==> src/rtl/ch_selftest_seq_if.sv <==
// Handshake and channel-pad bundle for the channel loopback self-test sequencer.
// master drives the requests and pad inputs; slave is the sequencer.
interface ch_selftest_seq_if;
  logic        Start;
  logic        Abort;
  logic [47:0] CH_IN;
  logic [47:0] CH_OUT;
  logic [47:0] CH_OE;
  logic        Busy;
  logic        Done;
  logic        Pass;
  logic [7:0]  ErrCnt;
  logic [7:0]  FailMask;

  modport master (
    output Start, Abort, CH_IN,
    input  CH_OUT, CH_OE, Busy, Done, Pass, ErrCnt, FailMask
  );

  modport slave (
    input  Start, Abort, CH_IN,
    output CH_OUT, CH_OE, Busy, Done, Pass, ErrCnt, FailMask
  );
endinterface

==> src/rtl/ch_selftest_seq.sv <==
// Pairwise channel loopback self-test: drives a walking-one/zero/all-ones vector set from
// each driver channel to its partner and counts receive mismatches.
module ch_selftest_seq #(
  parameter int unsigned SETTLE = 4
) (
  input logic               GLA,
  input logic               SysRst,
  ch_selftest_seq_if.slave  bus
);

  typedef enum logic [2:0] {StIdle, StDrive, StSettle, StCheck, StDone} state_e;

  localparam logic [7:0] SettleLast = 8'(SETTLE - 1);

  state_e      state_q, state_d;
  logic [2:0]  phase_q, phase_d;
  logic [2:0]  vec_q, vec_d;
  logic [7:0]  cnt_q, cnt_d;
  logic [7:0]  err_q, err_d;
  logic [7:0]  mask_q, mask_d;
  logic [47:0] out_q, out_d;
  logic [47:0] oe_q, oe_d;
  logic        busy_q, busy_d;
  logic        done_q, done_d;
  logic        pass_q, pass_d;

  logic [2:0]  rcv_ch;
  logic [2:0]  drv_ch_d;
  logic [5:0]  vec_val;
  logic [5:0]  rx_val;
  logic        active_d;

  function automatic logic [5:0] vec_lut(input logic [2:0] idx);
    logic [5:0] v;
    v = 6'h01 << idx;
    if (idx == 3'd6) v = 6'h00;
    if (idx == 3'd7) v = 6'h3F;
    return v;
  endfunction

  // Phases 0..3 drive odd channels (CH1,3,5,7) into their even partner; 4..7 reverse it.
  assign rcv_ch  = {phase_q[1:0], ~phase_q[2]};
  assign vec_val = vec_lut(vec_q);
  assign rx_val  = bus.CH_IN[6*rcv_ch +: 6];

  always_comb begin
    state_d = state_q;
    phase_d = phase_q;
    vec_d   = vec_q;
    cnt_d   = cnt_q;
    err_d   = err_q;
    mask_d  = mask_q;

    unique case (state_q)
      StIdle, StDone: begin
        if (bus.Start && !bus.Abort) begin
          state_d = StDrive;
          phase_d = 3'd0;
          vec_d   = 3'd0;
          cnt_d   = 8'd0;
          err_d   = 8'd0;
          mask_d  = 8'd0;
        end
      end
      StDrive: begin
        cnt_d   = 8'd0;
        state_d = StSettle;
      end
      StSettle: begin
        if (cnt_q == SettleLast) begin
          cnt_d   = 8'd0;
          state_d = StCheck;
        end else begin
          cnt_d = cnt_q + 8'd1;
        end
      end
      StCheck: begin
        if (rx_val != vec_val) begin
          if (err_q != 8'hFF) err_d = err_q + 8'd1;
          mask_d[rcv_ch] = 1'b1;
        end
        if ({phase_q, vec_q} == 6'h3F) begin
          state_d = StDone;
        end else begin
          {phase_d, vec_d} = {phase_q, vec_q} + 6'd1;
          state_d = StDrive;
        end
      end
      default: state_d = StIdle;
    endcase

    // Abort discards any in-flight check result but keeps the partial tallies.
    if (busy_q && bus.Abort) begin
      state_d = StIdle;
      phase_d = 3'd0;
      vec_d   = 3'd0;
      cnt_d   = 8'd0;
      err_d   = err_q;
      mask_d  = mask_q;
    end
  end

  // Outputs are computed from next state so they are registered yet aligned with the state.
  always_comb begin
    active_d = (state_d == StDrive) || (state_d == StSettle) || (state_d == StCheck);
    drv_ch_d = {phase_d[1:0], phase_d[2]};
    out_d    = '0;
    oe_d     = '0;
    if (active_d) begin
      out_d = 48'(vec_lut(vec_d)) << (6 * drv_ch_d);
      oe_d  = 48'h3F << (6 * drv_ch_d);
    end
    busy_d = active_d;
    done_d = (state_d == StDone);
    pass_d = done_d && (err_d == 8'd0);
  end

  always_ff @(posedge GLA or negedge SysRst) begin
    if (!SysRst) begin
      state_q <= StIdle;
      phase_q <= 3'd0;
      vec_q   <= 3'd0;
      cnt_q   <= 8'd0;
      err_q   <= 8'd0;
      mask_q  <= 8'd0;
      out_q   <= '0;
      oe_q    <= '0;
      busy_q  <= 1'b0;
      done_q  <= 1'b0;
      pass_q  <= 1'b0;
    end else begin
      state_q <= state_d;
      phase_q <= phase_d;
      vec_q   <= vec_d;
      cnt_q   <= cnt_d;
      err_q   <= err_d;
      mask_q  <= mask_d;
      out_q   <= out_d;
      oe_q    <= oe_d;
      busy_q  <= busy_d;
      done_q  <= done_d;
      pass_q  <= pass_d;
    end
  end

  assign bus.CH_OUT   = out_q;
  assign bus.CH_OE    = oe_q;
  assign bus.Busy     = busy_q;
  assign bus.Done     = done_q;
  assign bus.Pass     = pass_q;
  assign bus.ErrCnt   = err_q;
  assign bus.FailMask = mask_q;

endmodule

==> src/flat_wrapper.sv <==
// flat-port wrapper written by rule: the top's interface ports become plain ports
module ch_selftest_seq_flat 
#(
  parameter int unsigned SETTLE = 4
)
  (GLA, SysRst, bus_Start, bus_Abort, bus_CH_IN, bus_CH_OUT, bus_CH_OE, bus_Busy, bus_Done, bus_Pass, bus_ErrCnt, bus_FailMask);
  ch_selftest_seq_if bus_i ();
  input logic GLA;
  input logic SysRst;
  input wire logic [$bits(bus_i.Start)-1:0] bus_Start;
  input wire logic [$bits(bus_i.Abort)-1:0] bus_Abort;
  input wire logic [$bits(bus_i.CH_IN)-1:0] bus_CH_IN;
  output wire logic [$bits(bus_i.CH_OUT)-1:0] bus_CH_OUT;
  output wire logic [$bits(bus_i.CH_OE)-1:0] bus_CH_OE;
  output wire logic [$bits(bus_i.Busy)-1:0] bus_Busy;
  output wire logic [$bits(bus_i.Done)-1:0] bus_Done;
  output wire logic [$bits(bus_i.Pass)-1:0] bus_Pass;
  output wire logic [$bits(bus_i.ErrCnt)-1:0] bus_ErrCnt;
  output wire logic [$bits(bus_i.FailMask)-1:0] bus_FailMask;
  assign bus_i.Start = bus_Start;
  assign bus_i.Abort = bus_Abort;
  assign bus_i.CH_IN = bus_CH_IN;
  assign bus_CH_OUT = bus_i.CH_OUT;
  assign bus_CH_OE = bus_i.CH_OE;
  assign bus_Busy = bus_i.Busy;
  assign bus_Done = bus_i.Done;
  assign bus_Pass = bus_i.Pass;
  assign bus_ErrCnt = bus_i.ErrCnt;
  assign bus_FailMask = bus_i.FailMask;
  ch_selftest_seq #(.SETTLE(SETTLE)) u_core (.GLA(GLA), .SysRst(SysRst), .bus(bus_i));
endmodule
==> config.mk <==
export PLATFORM = sky130hd
export DESIGN_NAME = ch_selftest_seq_flat
export DESIGN_NICKNAME = d
export VERILOG_FILES = /design/src/rtl/ch_selftest_seq_if.sv /design/src/rtl/ch_selftest_seq.sv /design/src/flat_wrapper.sv
export SDC_FILE = /design/constraint.sdc
export NUM_CORES = 1
export LEC_CHECK = 0
export CAP_MARGIN = 20
export CORE_ASPECT_RATIO = 1.1
export CORE_MARGIN = 4
export CORE_UTILIZATION = 48
export DETAILED_ROUTE_END_ITERATION = 6
export PLACE_DENSITY = 0.87
export SYNTH_ARGS = -nofsm -noshare
export SYNTH_HDL_FRONTEND = slang
export SYNTH_SLANG_ARGS = --single-unit
==> constraint.sdc <==
create_clock -name GLA -period 3.9 [get_ports GLA]
set_input_delay 0.78 -clock GLA [delete_from_list [all_inputs] [get_ports GLA]]
set_output_delay 0.78 -clock GLA [all_outputs]
set_load 0.005 [all_outputs]
==> impl_metrics.yaml <==
run_status:
  status: "completed"
setup_path:
  reg2reg_to: "u_core.bus.CH_OUT[35]"
  cp_cell_sequence: "clkdlybuf4s50_1, nor4b_2, or3_1, nor2_1, ha_1, inv_1, fa_1, xnor2_1, buf_4, nand2_1, nor3_1, nand2_1, a21oi_1"
  critPathSlowestCell: "clkdlybuf4s50_1"
  r2r_cells: 14
  r2r_start: "u_core.vec_q[0]"
  max_stage_delay_ns: 0.56
  critPathTopFamily: "simple AND/OR/NAND/NOR gates"
  worstPathMaxFanout: 8
  crit_path_end_kind: "flip-flop"
  rrSetupSlack_ns: 0.30
  path_buf_inv: 3
  crit_top_cell: "nand2_1"
  worstSetupStartpointType: "primary input"
  required_ns: 4.18
  crit_arrival_ns: 3.92
  crit_type: "in -> reg"
power_and_ir_drop:
  irDropWorstVdd_uv: 282
  total_power_mw: 3.08
  p_leak_nw: 3.23
  power.density_nw_per_um2: 408
timing:
  finalCriticalPeriod_ns: 3.64
  rsz0062_at_grt: "no"
  hold_viol_final: 0
  slew-limit-headroom_pct: 43.4
  max_freq_ghz: 0.275
  setup_slack_ns: 0.258
  hold_ws_ns: 0.453
  worst-slew-pin-transition_ns: 0.848
  fin_skew_ns: 0.0114
  setup_viol: 0
  final_max_slew_viol_count: 0
  period_share_pct: 93.4
layout:
  final_nets: 774
  seqCellArea_um2: 2700
  area_delta_synth_final_pct: 36.9
  antenna_cells: 0
  final_cell_mix: "clkdlybuf4s50_1, dfrtp_1, nor2_1"
  instances_no_fill: 858
  final_cell_area_um2: 7550
  fillers: 787
  final_common_cell: "clkdlybuf4s50_1"
  multi_input_area_um2: 2430
  layout-drive-gt1-share_pct: 7.74
floorplan:
  ioPinCount: 167
  row_count: 40
  core_area_um2: 11100
  start_util_pct: 49.9
  die-area_um2: 13300
  die_h_um: 120
  die_w_um: 110
run:
  drv_cap: 0
clocking:
  clock_path_buffers: 2
  clock-sinks: 108
  ctsHoldBuffers: 0
  clk_latency_ns: 0.36
  h-tree-depth: 3
  cts_buffers: 9
  cts_tree: "done"
  cts_resized: 0
  clk_pin_slew_ns: 0.08
  post_cts_buffers: 0
  clockRootBuffer: "clkbuf_16"
yosys:
  syn-cell-area_um2: 5520
  synthFlopType: "dfrtp_1"
  ys_warn_count: 0
  synthCells: 557
  synth-edff-count: 0
  ys_ff_latch: 108
  seq_area_frac_synth_pct: 49.0
  yosysUniqueCellTypes: 59
  synth_nets: 625
  synth-async-reset-ratio_pct: 100
  avgSynthCellArea_um2: 9.91
global_routing:
  grt_max_degree: 109
  grt_pass1_wl_mm: 25.1
  antenna_found_initial: 0
  grt_pass1_vias: 5024
  grtUsageTotal_pct: 24.2
  overflow: 0
placed_design:
  gp_congestion: 0.906
  hpwlAfterDp_mm: 11.5
  dp.cells: 842
  place_ws_ns: -0.126
  io_buffers: 166
  placed_area_um2: 7210
routing:
  wl_per_cell_um: 18.3
  drc_errors: 0
  drt.antenna.violating_nets: 0
  routed_wl_mm: 15.7
  post_drt_via_cell_ratio: 5.74
  first_iter_violations: 571
  vias: 4925
  dr.pass1.iters: 5
worst_hold_path:
  hold_path.class: "in -> async"
registers in the layout, indices dropped and copies added, names as in the netlist:
signal	cells
u_core.bus.Pass	1
u_core.bus.CH_OUT	48
u_core.bus.Done	1
u_core.vec_q	3
u_core.phase_q	3
u_core.state_q	3
u_core.bus.Busy	1
u_core.cnt_q	8
u_core.bus.ErrCnt	8
u_core.bus.FailMask	8
u_core.bus.CH_OE	24
Yosys cell counts (3+ instances only):
| cell | n | area [µm²] |
|---|---|---|
| dfrtp_1 | 108 | 2700 |
| nor2_1 | 80 | 300 |
| nor3_1 | 34 | 170 |
| nand2_1 | 31 | 116 |
| mux2i_1 | 28 | 280 |
| o21ai_0 | 26 | 130 |
| a21oi_1 | 25 | 125 |
| buf_4 | 24 | 180 |
| nand3_1 | 20 | 100 |
| ha_1 | 15 | 188 |
| a22oi_1 | 14 | 105 |
| clkbuf_1 | 14 | 52.6 |
| inv_1 | 13 | 48.8 |
| nor2b_1 | 12 | 75.1 |
| and3_1 | 10 | 62.6 |
| and2_1 | 9 | 56.3 |
| a31oi_1 | 6 | 37.5 |
| buf_6 | 6 | 67.6 |
| nand2b_1 | 6 | 37.5 |
| o31ai_1 | 6 | 45.0 |
| xnor2_1 | 6 | 52.6 |
| a41oi_1 | 4 | 35.0 |
| buf_2 | 4 | 20.0 |
| nand4_1 | 4 | 25.0 |
| and4_1 | 3 | 26.3 |
| buf_1 | 3 | 11.3 |
| mux4_2 | 3 | 67.6 |
| or3_1 | 3 | 18.8 |
layout make-up:
type | instances | share of cell area (%)
repair buffers | 190 | 24.5
well taps | 147 | 2.43
flip-flops and latches | 108 | 35.8
clock inverters | 7 | 1.51
multi-input cells | 384 | 32.1
inverters | 13 | 0.646
clock buffers | 9 | 2.98
worst max-delay path by stage:
stage                      startpoint               endpoint  cells after the start
CTS                         bus_Abort  u_core.bus.CH_OUT[18]                     11
detailed placement          bus_Abort  u_core.bus.CH_OUT[18]                     11
global placement            bus_Abort  u_core.bus.CH_OUT[35]                     12
floorplan           u_core.phase_q[2]  u_core.bus.CH_OUT[10]                     16
finish                      bus_Abort  u_core.bus.CH_OUT[35]                     13
global route                bus_Abort  u_core.bus.CH_OUT[35]                     13
power by group:
group / internal, mW / switching, mW / leakage [nW]
combinational: 0.335 / 0.444 / 1.57
sequential: 1.19 / 0.0775 / 1.49
clock: 0.581 / 0.457 / 0.166
logic make-up after synthesis:
kind of cell	synth area share (%)
simple gates	20.3
flops	49.0
compound gates	12.1
buf+inv	7.26
mux	6.51
fa+ha+maj	3.76
xor+xnor	1.11
layer usage:
| layer | up-vias | track usage (%) | wire (µm) |
|---|---|---|---|
| met5 | - | 0 | 0 |
| met4 | 0 | 11.2 | 493 |
| met3 | 42 | 4.32 | 920 |
| met2 | 204 | 42.1 | 8450 |
| met1 | 2440 | 28.6 | 5860 |
| li1 | 2239 | - | - |
stage by stage:
stage | util, % | setup TNS, ns
2_1_floorplan | - | 0
3_3_place_gp | 65.2 | 0
3_5_place_dp | 65.2 | -0.615
4_1_cts | 68.2 | 0
5_1_grt | 68.3 | 0
6_report | 68.3 | 0
worst reg2reg max path, delay by kind of cell (launching register included):
family | cells | cell delay (ns)
simple gates | 6 | 1.37
xor+xnor | 1 | 0.25
flops | 1 | 0.49
compound gates | 2 | 0.30
fa+ha+maj | 3 | 0.87
buf+inv | 2 | 0.24
Note: power is estimated with default switching activity, not from simulation.
==> RTL change 1 (same settings) <==
Reset style: synchronous (`SysRst`), changed in one clocked block.
--- a/src/rtl/ch_selftest_seq.sv
+++ b/src/rtl/ch_selftest_seq.sv
@@ -115,7 +115,7 @@
     pass_d = done_d && (err_d == 8'd0);
   end
 
-  always_ff @(posedge GLA or negedge SysRst) begin
+  always_ff @(posedge GLA) begin
     if (!SysRst) begin
       state_q <= StIdle;
       phase_q <= 3'd0;
Check against the original RTL: differs if SysRst is asserted again (counterexample within 4 cycles, from zero or initial values and one cycle with SysRst low); with SysRst held inactive, the same outputs for 10 cycles.
==> RTL change 1 against the unedited design <==
  * Critical path type unchanged
  * Critical path depth down 3
  * Routed wire length down 17%
  * Setup slack better by 110 ps
  * Final area down 10%
  * First-iteration DRC count down 53%
  * Largest cell class is now multi-input gates
  * Sequential cell count unchanged
  * Area after synthesis down 11%
Power is not compared: it rests on default switching activity, and its combinational part moved more than twofold at a synthesized area within 25%.
==> RTL change 1: results (changes against the unedited design) <==
| Metric | Value |
|---|---|
| Status | finished, final reports clean |
| Avg WL per Cell | 15.72 um (-14%) |
| Placed cell count | 816 (-3.1%) |
| Synth Area in Adders | 3.978% (+0.21 points) |
| Reg area | 0.002162 mm^2 (-20%) |
| First-pass GRT wire length | 21130 um (-16%) |
| GR Util met3 | 5.150% (+0.83 points) |
| Mapped Cells | 555 (-0.36%) |
| Filler cells | 785 (-0.25%) |
| Bufs w/o clock | 187 (-1.6%) |
| Nets | 774 (unchanged) |
| Slew margin rel. | 52.84% (+9.5 points) |
| Largest net degree at the start of global routing | 24 (-78%) |
| Area Growth Syn to Fin | 38.17% |
| Post-synthesis mux area share | 6.578% (+0.070 points) |
| GR Layer Usage met2 | 39.36% (-2.7 points) |
| Clk slew on worst S/H paths | 110 ps (+30 ps) |
| WL met1 | 5101 um (-13%) |
| Vias in the first global route | 4479 (-11%) |
| Share of layout cells above drive strength 1 | 7.163% (-0.57 points) |
| Share of synthesized registers carrying an async set or reset | 0% (-100 points) |
| CTS Buffer Depth | 2 (unchanged) |
| Post-cts resize count | 0 (unchanged) |
| # clk buffers | 10 (+1) |
| GPL Wtd Cong | 0.9334 (+3.1%) |
| Most frequent cells after synthesis | dfxtp_1, nor2_1, nand2_1, mux2i_1, buf_4 |
| Syn_nets | 622 (-0.48%) |
| Inverters | 20 (+7) |
| CP peak stage delay | 500 ps (-60 ps) |
| Met2 Wirelength | 6626 um (-22%) |
| Signal buf overhead | 26.83% (+2.3 points) |
| CTS buffer count | 9 (unchanged) |
| Hpwl dp | 10140 um (-12%) |
| Total wire length | 13080 um (-17%) |
| XOR/XNOR share of the synthesized area | 3.034% (+1.9 points) |
| Multi-input gates | 381 (-0.78%) |
| CP arrival | 3820 ps (-100 ps) |
| Area of the multi-input gates | 0.002374 mm^2 (-2.2%) |
| Area post-placement | 0.006580 mm^2 (-8.7%) |
| Fraction of the mapped netlist area in compound gates | 11.98% (-0.13 points) |
| Clk_skew | 8.045 ps (-3.387 ps) |
| Dominant cells by area after synthesis | dfxtp_1, nor2_1, mux2i_1, buf_4, ha_1 |
| Clock-cell share | 2.953% (-1.5 points) |
| Met1 Usage GRT | 24.76% (-3.8 points) |
| Number of flip-flops under the largest register name | 48 (unchanged) |
| Worst-path fanout max | 5 (-3) |
| Hold Path Class | register to register |
| Vias per inst | 5.463 (-4.8%) |
| Register area share after synthesis | 44.06% (-4.9 points) |
| Post-synthesis cell type count | 60 (+1.7%) |
| Crit-path slowest cell | or4b_1 |
| WL met3 | 1022 um (+11%) |
| Pre-CTS worst setup slack | 20.80 ps (+146.7 ps) |
| Root buffer cell | clkbuf_8 |
| GRT Util Overall | 21.54% (-2.6 points) |
| Starting DRT DRC Count | 266 (-53%) |
| PD cells | about 290 mW/mm^2 |
RTL change 1: cell types whose count changed after synthesis, moves of 5 or more:
cell / before / now
nor3_1: 34 / 25
and3_1: 10 / 4
dfrtp_1: 108 / 0
dfxtp_1: 0 / 108
nor2b_1: 12 / 5
nor2_1: 80 / 105
a22o_1: 0 / 5
o21ai_1: 1 / 7
o21ai_0: 26 / 5
xor2_1: 1 / 11
RTL change 1: worst paths after layout:
kind,depth (start not counted),slack [ps],start,end
setup / recovery,10,360,bus_CH_IN[13],u_core.bus.Pass$_SDFF_PN0_
hold reg to reg,2,500,u_core.bus.FailMask[3]$_SDFFE_PN0P_,u_core.bus.FailMask[3]$_SDFFE_PN0P_
hold / removal,2,500,u_core.bus.FailMask[3]$_SDFFE_PN0P_,u_core.bus.FailMask[3]$_SDFFE_PN0P_
setup reg to reg,9,460,u_core.phase_q[2]$_SDFF_PN0_,u_core.bus.Pass$_SDFF_PN0_
==> RTL change 2 (same flow settings) <==
Without the edit above. The 5 states of `state_e` get a one-hot encoding in 5 bits.
--- a/src/rtl/ch_selftest_seq.sv
+++ b/src/rtl/ch_selftest_seq.sv
@@ -8,7 +8,7 @@
   ch_selftest_seq_if.slave  bus
 );
 
-  typedef enum logic [2:0] {StIdle, StDrive, StSettle, StCheck, StDone} state_e;
+  typedef enum logic [4:0] {StIdle = 5'b00001, StDrive = 5'b00010, StSettle = 5'b00100, StCheck = 5'b01000, StDone = 5'b10000} state_e;
 
   localparam logic [7:0] SettleLast = 8'(SETTLE - 1);
 
Behaviour: same outputs for any inputs over 10 cycles, from zero or initial values and one cycle with SysRst low; not proved beyond that.
==> RTL change 2 against the unedited design <==
  * Critical path depth down 3
  * Final area up 0.91%
  * Non-clock buffer count up 9
  * Sequential cell count grew 2
  * Routed wire length about the same
  * Sequential power decreased by 4%
  * Clock power shrank 12%
  * Power decreased by 18%
  * Area after synthesis fell by 1.1%
  * Setup slack lost 230 ps
  * Critical endpoint is now u_core.bus.Pass$_DFF_PN0_
  * Largest power group unchanged
  * Highest routed layer unchanged
==> RTL change 2: results (changes against the unedited design) <==
| Metric | Value |
|---|---|
| R2R depth | 9 (-5) |
| Total wire length | 15730 um (about the same) |
| XOR/XNOR share of the synthesized area | 1.444% (+0.33 points) |
| Initial antenna violation count | 0 (unchanged) |
| Vias in the first global route | 4874 (-3.0%) |
| WL met3 | 1397 um (+52%) |
| Final hold slack | 497.4 ps (+44.88 ps) |
| Final worst slack | 31.04 ps (-227.2 ps) |
| Starting DRT DRC Count | 383 (-33%) |
| Nets | 795 (+2.7%) |
| RR Endpoint | u_core.bus.Pass$_DFF_PN0_ |
| Post-Layout Cell Count | 880 (+2.6%) |
| Setup crit start | bus_CH_IN[24] |
| Fraction of the mapped netlist area in compound gates | 11.05% (-1.1 points) |
| GPL Wtd Cong | 0.9805 (+8.3%) |
| First-pass GRT wire length | 24560 um (-2.1%) |
| Pre-CTS worst setup slack | -290.4 ps (-164.5 ps) |
| GR Layer Usage met2 | 40.76% (-1.3 points) |
| Largest net degree at the start of global routing | 66 (-39%) |
| Area post-placement | 0.007287 mm^2 (+1.1%) |
| Met2 Wirelength | 8008 um (-5.2%) |
| Syn_nets | 627 (+0.32%) |
| WL met1 | 5969 um (+1.8%) |
| Clk_skew | 9.153 ps (-2.278 ps) |
| Pleak | 3.281 nW (+1.6%) |
| Maximum VDD drop | 0.0001986 V (-29%) |
| Status | finished, final reports clean |
| GR Util met3 | 3.604% (-0.72 points) |
| Switching Fraction | 27.30% (-4.5 points) |
| N_diodes | 0 (unchanged) |
| Combinational cell power | 0.000406 W (-48%) |
| FF-to-FF Start | u_core.phase_q[2]$_DFF_PN0_ |
| Seq pwr | 0.00121 W (-4%) |
| Hpwl dp | 11450 um (-0.49%) |
| Synth Area in Adders | 3.576% (-0.19 points) |
| Post-synthesis cell type count | 55 (-6.8%) |
| Worst-path fanout max | 5 (-3) |
| Mapped Cells | 560 (+0.54%) |
| Share of layout cells above drive strength 1 | 9.550% (+1.8 points) |
| PD cells | 333.0 mW/mm^2 (-18%) |
| Post-synthesis mux area share | 6.486% (-0.022 points) |
| Placed cell count | 863 (+2.5%) |
| Most frequent cells after synthesis | dfrtp_1, nor2_1, nand2_1, a21oi_1, buf_4 |
| Met1 Usage GRT | 29.58% (+1.0 points) |
| GRT Util Overall | 23.68% (-0.49 points) |
| Dominant cells by area after synthesis | dfrtp_1, nor2_1, nand2_1, buf_4, ha_1 |
| Register area share after synthesis | 50.45% (+1.5 points) |
| CP arrival | 4140 ps (+220 ps) |
| Reg-to-reg setup timing slack | 240 ps (-60 ps) |
| Slew margin rel. | 46.73% (+3.4 points) |
[RTL change 2: kinds of logic after synthesis]
kind of cell               Yosys count
and+or+nand+nor                    251
DFF                                110
AOI/OAI and AO/OA                   93
buffers and inverters               55
muxes                               27
adders and majority gates           15
xor gates and xnor gates             9
[RTL change 2: cell type report]
class                           count  area [um^2]
Clock buffer                       10        239.0
Clock inverter                      6        63.81
Fill cell                         824         3388
Inverter                           13        48.80
Multi-Input combinational cell    395         2426
Sequential cell                   110         2754
Tap cell                          147        183.9
Timing Repair Buffer              199         1907
[RTL change 2: repair_timing]
action	4_1_cts	5_1_grt
resized for setup	0	6
setup endpoints to repair	0	2
buffers inserted	0	1
[RTL change 2: critical path, cell delays in order]
cell and delay [ps]:
clkdlybuf4s50_1 400, mux4_2 480, mux2_4 290, and4b_1 180, or4_4 530, o2111a_2 330, nor3_1 300, mux2i_1 170
or4_4 540, nor4_2 130
